## config.mk

```make
export PLATFORM = sky130hd
export DESIGN_NAME = vmem_port
export DESIGN_NICKNAME = d
export VERILOG_FILES = /design/src/rtl/vmem_port_pkg.sv /design/src/rtl/vmem_port.sv
export SDC_FILE = /design/constraint.sdc
export NUM_CORES = 1
export LEC_CHECK = 0
export ABC_AREA = 0
export CAP_MARGIN = 20
export CELL_PAD_IN_SITES_DETAIL_PLACEMENT = 1
export CELL_PAD_IN_SITES_GLOBAL_PLACEMENT = 2
export CORE_AREA = 8 8 291 293
export CTS_CLUSTER_DIAMETER = 200
export DETAILED_ROUTE_END_ITERATION = 10
export DIE_AREA = 0 0 299 301
export PLACE_DENSITY = 0.79
export SYNTH_ARGS = -nofsm -noshare
export SYNTH_HDL_FRONTEND = slang
export SYNTH_SLANG_ARGS = --single-unit
```

## constraint.sdc

```tcl
create_clock -name clk -period 18.05 [get_ports clk]
set_input_delay 1.805 -clock clk [delete_from_list [all_inputs] [get_ports clk]]
set_output_delay 1.805 -clock clk [all_outputs]
set_load 0.01 [all_outputs]
```

## src/rtl/vmem_port_pkg.sv

```systemverilog
`default_nettype none
// +----------------------------------------------------------------------+
// | vmem_port_pkg : shared bus types and helpers for memory bus masters  |
// | Revision      : 1.0                                                  |
// +----------------------------------------------------------------------+
package vmem_port_pkg;

  typedef enum logic [1:0] {
    MSIZE1 = 2'd0,
    MSIZE2 = 2'd1,
    MSIZE4 = 2'd2,
    MSIZE8 = 2'd3
  } msize_t;

  typedef enum logic [1:0] {
    AXI_BURST_FIXED = 2'd0,
    AXI_BURST_INCR  = 2'd1,
    AXI_BURST_WRAP  = 2'd2
  } axi_burst_t;

  // Burst length uses AXI encoding: beats minus one.
  typedef logic [7:0] mlen_t;
  localparam mlen_t MLEN1 = 8'd0;

  typedef struct packed {
    logic        valid;
    logic [63:0] addr;
    msize_t      size;
    logic        is_write;
    logic [7:0]  strobe;
    logic [63:0] data;
    mlen_t       len;
    axi_burst_t  burst;
  } cbus_req_t;

  typedef struct packed {
    logic        valid;
    logic        last;
    logic [63:0] data;
  } cbus_resp_t;

  function automatic logic addr_misaligned(input logic [63:0] addr, input msize_t size);
    logic w_bad;
    w_bad = 1'b0;
    case (size)
      MSIZE2:  w_bad = addr[0];
      MSIZE4:  w_bad = |addr[1:0];
      MSIZE8:  w_bad = |addr[2:0];
      default: w_bad = 1'b0;
    endcase
    return w_bad;
  endfunction

endpackage
`default_nettype wire

```

## src/rtl/vmem_port.sv

```systemverilog
`default_nettype none
// +----------------------------------------------------------------------+
// | vmem_port : single-outstanding virtual memory port; translates,      |
// |             checks alignment, then issues one beat on the shared bus |
// | Revision  : 1.0                                                      |
// +----------------------------------------------------------------------+
module vmem_port
  import vmem_port_pkg::*;
(
  input  logic        clk,
  input  logic        reset,
  input  logic        req_valid,
  output logic        req_ready,
  input  logic [63:0] req_addr,
  input  logic        req_write,
  input  msize_t      req_size,
  input  logic [7:0]  req_strobe,
  input  logic [63:0] req_data,
  output logic        resp_valid,
  output logic [63:0] resp_data,
  output logic        resp_error,
  output logic        mmu_req_valid,
  output logic [63:0] mmu_req_vaddr,
  input  logic        mmu_resp_valid,
  input  logic [63:0] mmu_resp_paddr,
  input  cbus_req_t   mmu_creq,
  output cbus_resp_t  mmu_cresp,
  output cbus_req_t   creq,
  input  cbus_resp_t  cresp
);

  localparam logic [2:0] IDLE  = 3'd0;
  localparam logic [2:0] XLATE = 3'd1;
  localparam logic [2:0] ISSUE = 3'd2;
  localparam logic [2:0] DATA  = 3'd3;
  localparam logic [2:0] DONE  = 3'd4;

  logic [2:0]  r_state;
  logic [63:0] r_vaddr;
  logic [63:0] r_paddr;
  logic        r_write;
  msize_t      r_size;
  logic [7:0]  r_strobe;
  logic [63:0] r_wdata;
  logic [63:0] r_resp_data;
  logic        r_resp_error;
  cbus_req_t   r_creq;

  always_ff @(posedge clk or posedge reset) begin
    if (reset) begin
      r_state      <= IDLE;
      r_vaddr      <= '0;
      r_paddr      <= '0;
      r_write      <= 1'b0;
      r_size       <= MSIZE1;
      r_strobe     <= '0;
      r_wdata      <= '0;
      r_resp_data  <= '0;
      r_resp_error <= 1'b0;
      r_creq       <= '0;
    end else begin
      case (r_state)
        IDLE: begin
          if (req_valid) begin
            r_vaddr  <= req_addr;
            r_write  <= req_write;
            r_size   <= req_size;
            r_strobe <= req_strobe;
            r_wdata  <= req_data;
            r_state  <= XLATE;
          end
        end
        XLATE: begin
          if (mmu_resp_valid) begin
            r_paddr <= mmu_resp_paddr;
            r_state <= ISSUE;
          end
        end
        ISSUE: begin
          // Misaligned accesses never reach the bus.
          if (addr_misaligned(r_paddr, r_size)) begin
            r_resp_error <= 1'b1;
            r_resp_data  <= '0;
            r_state      <= DONE;
          end else begin
            r_creq.valid    <= 1'b1;
            r_creq.addr     <= r_paddr;
            r_creq.size     <= r_size;
            r_creq.is_write <= r_write;
            r_creq.strobe   <= r_write ? r_strobe : 8'h00;
            r_creq.data     <= r_wdata;
            r_creq.len      <= MLEN1;
            r_creq.burst    <= AXI_BURST_FIXED;
            r_state         <= DATA;
          end
        end
        DATA: begin
          if (cresp.last) begin
            r_resp_data  <= r_write ? 64'd0 : cresp.data;
            r_resp_error <= 1'b0;
            r_creq       <= '0;
            r_state      <= DONE;
          end
        end
        DONE:    r_state <= IDLE;
        default: r_state <= IDLE;
      endcase
    end
  end

  // The translator owns the shared bus for the whole walk.
  assign creq          = (r_state == XLATE) ? mmu_creq : r_creq;
  assign mmu_cresp     = (r_state == XLATE) ? cresp : '0;

  assign req_ready     = (r_state == IDLE);
  assign mmu_req_valid = (r_state == XLATE);
  assign mmu_req_vaddr = r_vaddr;
  assign resp_valid    = (r_state == DONE);
  assign resp_data     = r_resp_data;
  assign resp_error    = r_resp_error;

endmodule
`default_nettype wire

```

==> summary.md <==
| Metric | Value |
|---|---|
| Status | completed |
| Post-synthesis mux area share | 0.1957 |
| CP delay by family, top | buffers and inverters |
| # fillers | 8866 |
| Top FF cell, synth | dfrtp_1 |
| Number of remaining DRC errors | 0 |
| CTS Buf Count | 49 |
| Post-synth EDFFs | 0 |
| Pleak | 13.03 nW |
| Crit path capture type | primary output |
| Critical path's largest stage delay | 0.72 ns |
| Worst Path Arrival | 3.86 ns |
| Clock sinks | 411 |
| Gpl congestion | 0.8070 |
| Vias per Instance | 4.666 |
| Final hold vios | 0 |
| CP Class | reg -> out |
| Ys Warns | 0 |
| Number of cell rows | 104 |
| Synth cell types | 30 |
| Global route overflow | 0 |
| Non-Filler Instances | 3615 |
| CTS tree | done |
| Slew Limit Headroom | 0.2262 |
| Placed Cells | 3517 |
| Sequence of cells on the critical path | nor3b_4 -> buf_4 -> buf_4 -> mux2_2 -> clkdlybuf4s50_1 |
| Power per cell area | 179.7 nW/um2 |
| Simple-Gate Fraction of Synth Area | 0.1267 |
| Average wire per standard cell | 22.24 um |
| Via count | 16866 |
| CP Depth | 5 |
| Crit start category | flop |
| PostCTS Resize Cnt | 0 |
| Pin count of the biggest net entering global routing | 206 |
| Clock transition at path regs | 0.06 ns |
| DR iter-0 viols | 799 |
| Most common cell after layout, fill and taps aside | clkdlybuf4s50_1 |
| # IOs | 771 |
| Total Routing Usage GR | 0.1703 |
| Sequential share of the synthesized area | 0.5312 |
| CP required | 16.24 ns |
| Post-synthesis average cell area | 10.59 um2 |
| Area growth syn-to-layout | 53.62% |
| Final worst-path cycle share | 0.3138 |
| Complex-gate fraction of the synthesized area | 0.08271 |
| Hold Path Stages | 1 |
| Unrepaired setup endpoints after global routing | false |
| Hold Slack | 0.4871 ns |
| Final worst path period need | 5.664 ns |
| Number of global-route vias before repair | 18844 |
| Clock Tree Buf Depth | 3 |
| Most frequent cells in the layout | clkdlybuf4s50_1 (769), dfrtp_1 (411), nand2_1 (216) |
| Worst VDD drop | 0.0001731 V |
| Reg2Reg Depth | 6 |
| Overall power | 5.344 mW |
| Largest family of logic cells by synthesized area | multiplexers |
| Worst-path cell with the longest stage delay | buf_4 |
| Buffers & Inverters on Critical Path | 3 |
| Synthesized Nets | 2251 |
| First-pass GRT wire length | 121.2 mm |
| Die footprint | 90000 um2 |
| Core area | 79900 um2 |
| Post-place instance area | 27950 um2 |
| # Post-CTS Setup Buffers | 0 |
| Initial core utilization | 0.2423 |
| Nets | 2933 |
| Detailed Route WL | 80.41 mm |
| Design area | 29740 um2 |
| HP Class | reg -> reg |
| Share of layout cells above drive strength 1 | 0.1283 |
| First-pass iteration count of the detailed router | 5 |
| Peak Freq | 0.1766 GHz |
| Port bufs | 770 |
| CTS H-tree depth | 2 |
| Synth Register Bits | 411 |
| Post-synth ARST share | 1.000 |
| Clock latency on the worst-skew pair | 0.59 ns |
| Setup TNS | 0 ns |
| Initial antenna violation count | 10 |
| Xor and xnor area share after synthesis | 0 |
| Chip width | 299 um |
| Cts hold-fix bufs | 0 |
| Setup violators final | 0 |
| Clock skew | 0.01976 ns |
| Crit path top cell by count | buf_4 |
| Remaining antenna violation count | 0 |
| Detailed placement HPWL | 57.39 mm |
| Clock Root Buffer | clkbuf_16 |
| Slew Viols, Final | 0 |
| Post-Syn Area | 19360 um2 |
| Crit-path max FO | 69 |
| Gate count after technology mapping | 1828 |
| Die Ht | 301 um |
| Max-cap check violation count | 0 |
| R2R setup slack | 14.54 ns |
| Worst Tran Pin Value | 1.161 ns |
| Post-Synth Adder-Cell Area | 0 |
cells by family after synthesis:
kind of cell	after synthesis
buffers and inverters	297
AOI/OAI and AO/OA	269
DFF	411
muxes	352
and+or+nand+nor	499
synth_stat cells, types with 2 or more instances:
cell type  instances  share of area
nand4_1           64          0.021
and2_1            76          0.025
inv_1            131          0.025
nor3b_1            2        0.00078
mux2_2           206           0.12
o21ai_1           39          0.010
mux2i_1          140          0.072
clkinv_1           2        0.00039
nand2_1          216          0.042
buf_4             15         0.0058
nand2b_1           2        0.00065
a21oi_1            4         0.0010
o21ai_0          158          0.041
nand3_1          128          0.033
clkbuf_1          93          0.018
buf_1              5        0.00097
dfrtp_1          411           0.53
nor2b_1            4         0.0013
o2111ai_1         66          0.030
buf_2             51          0.013
mux2_1             6         0.0035
per-layer routing:
layer / vias to the layer above / GRT usage / part of all wire
met5: - / 0 / 0.00036
met4: 6 / 0.05409 / 0.029
met3: 120 / 0.04419 / 0.061
met2: 493 / 0.3078 / 0.53
met1: 8555 / 0.1952 / 0.38
li1: 7692 / - / -
through the flow:
stage	worst slack [ns]	util
floorplan	4.809	-
global placement	13.05	0.3499
detailed placement	12.92	0.3499
CTS	12.27	0.3714
global route	12.12	0.3722
finish	12.39	0.3723
final timing paths:
| kind | from | endpoint |
|---|---|---|
| setup / recovery | r_state[0] | creq[36] |
| hold / removal | mmu_req_vaddr[61] | mmu_req_vaddr[61] |
| setup reg to reg | r_size[1] | r_creq[81] |
| hold reg to reg | mmu_req_vaddr[61] | mmu_req_vaddr[61] |
| max in group asynchronous | reset | r_creq[131] |
| min in group asynchronous | reset | mmu_req_vaddr[22] |
flip-flops by register name (all words and copies together) (netlist names):
name           flops
r_creq           140
mmu_req_vaddr     64
r_paddr           64
r_wdata           64
resp_data         64
r_strobe           8
r_state            3
r_size             2
r_write            1
resp_error         1
cell type report:
type	count	area (um2)	share of cell area
Sequential cell	411	10280	0.3458
Timing Repair Buffer	795	7968	0.2679
Multi-Input combinational cell	1120	7923	0.2664
Clock buffer	73	1486	0.04997
Tap cell	1060	1326	0.04459
Inverter	133	506.7	0.01704
Clock inverter	16	231.5	0.007782
Antenna cell	7	17.52	0.0005889
report_power, final:
group / switching [mW] / internal [mW]
combinational: 1.31 / 1.36
clock: 0.407 / 0.641
sequential: 0.266 / 1.36
Note: power is estimated with default switching activity, not from simulation.
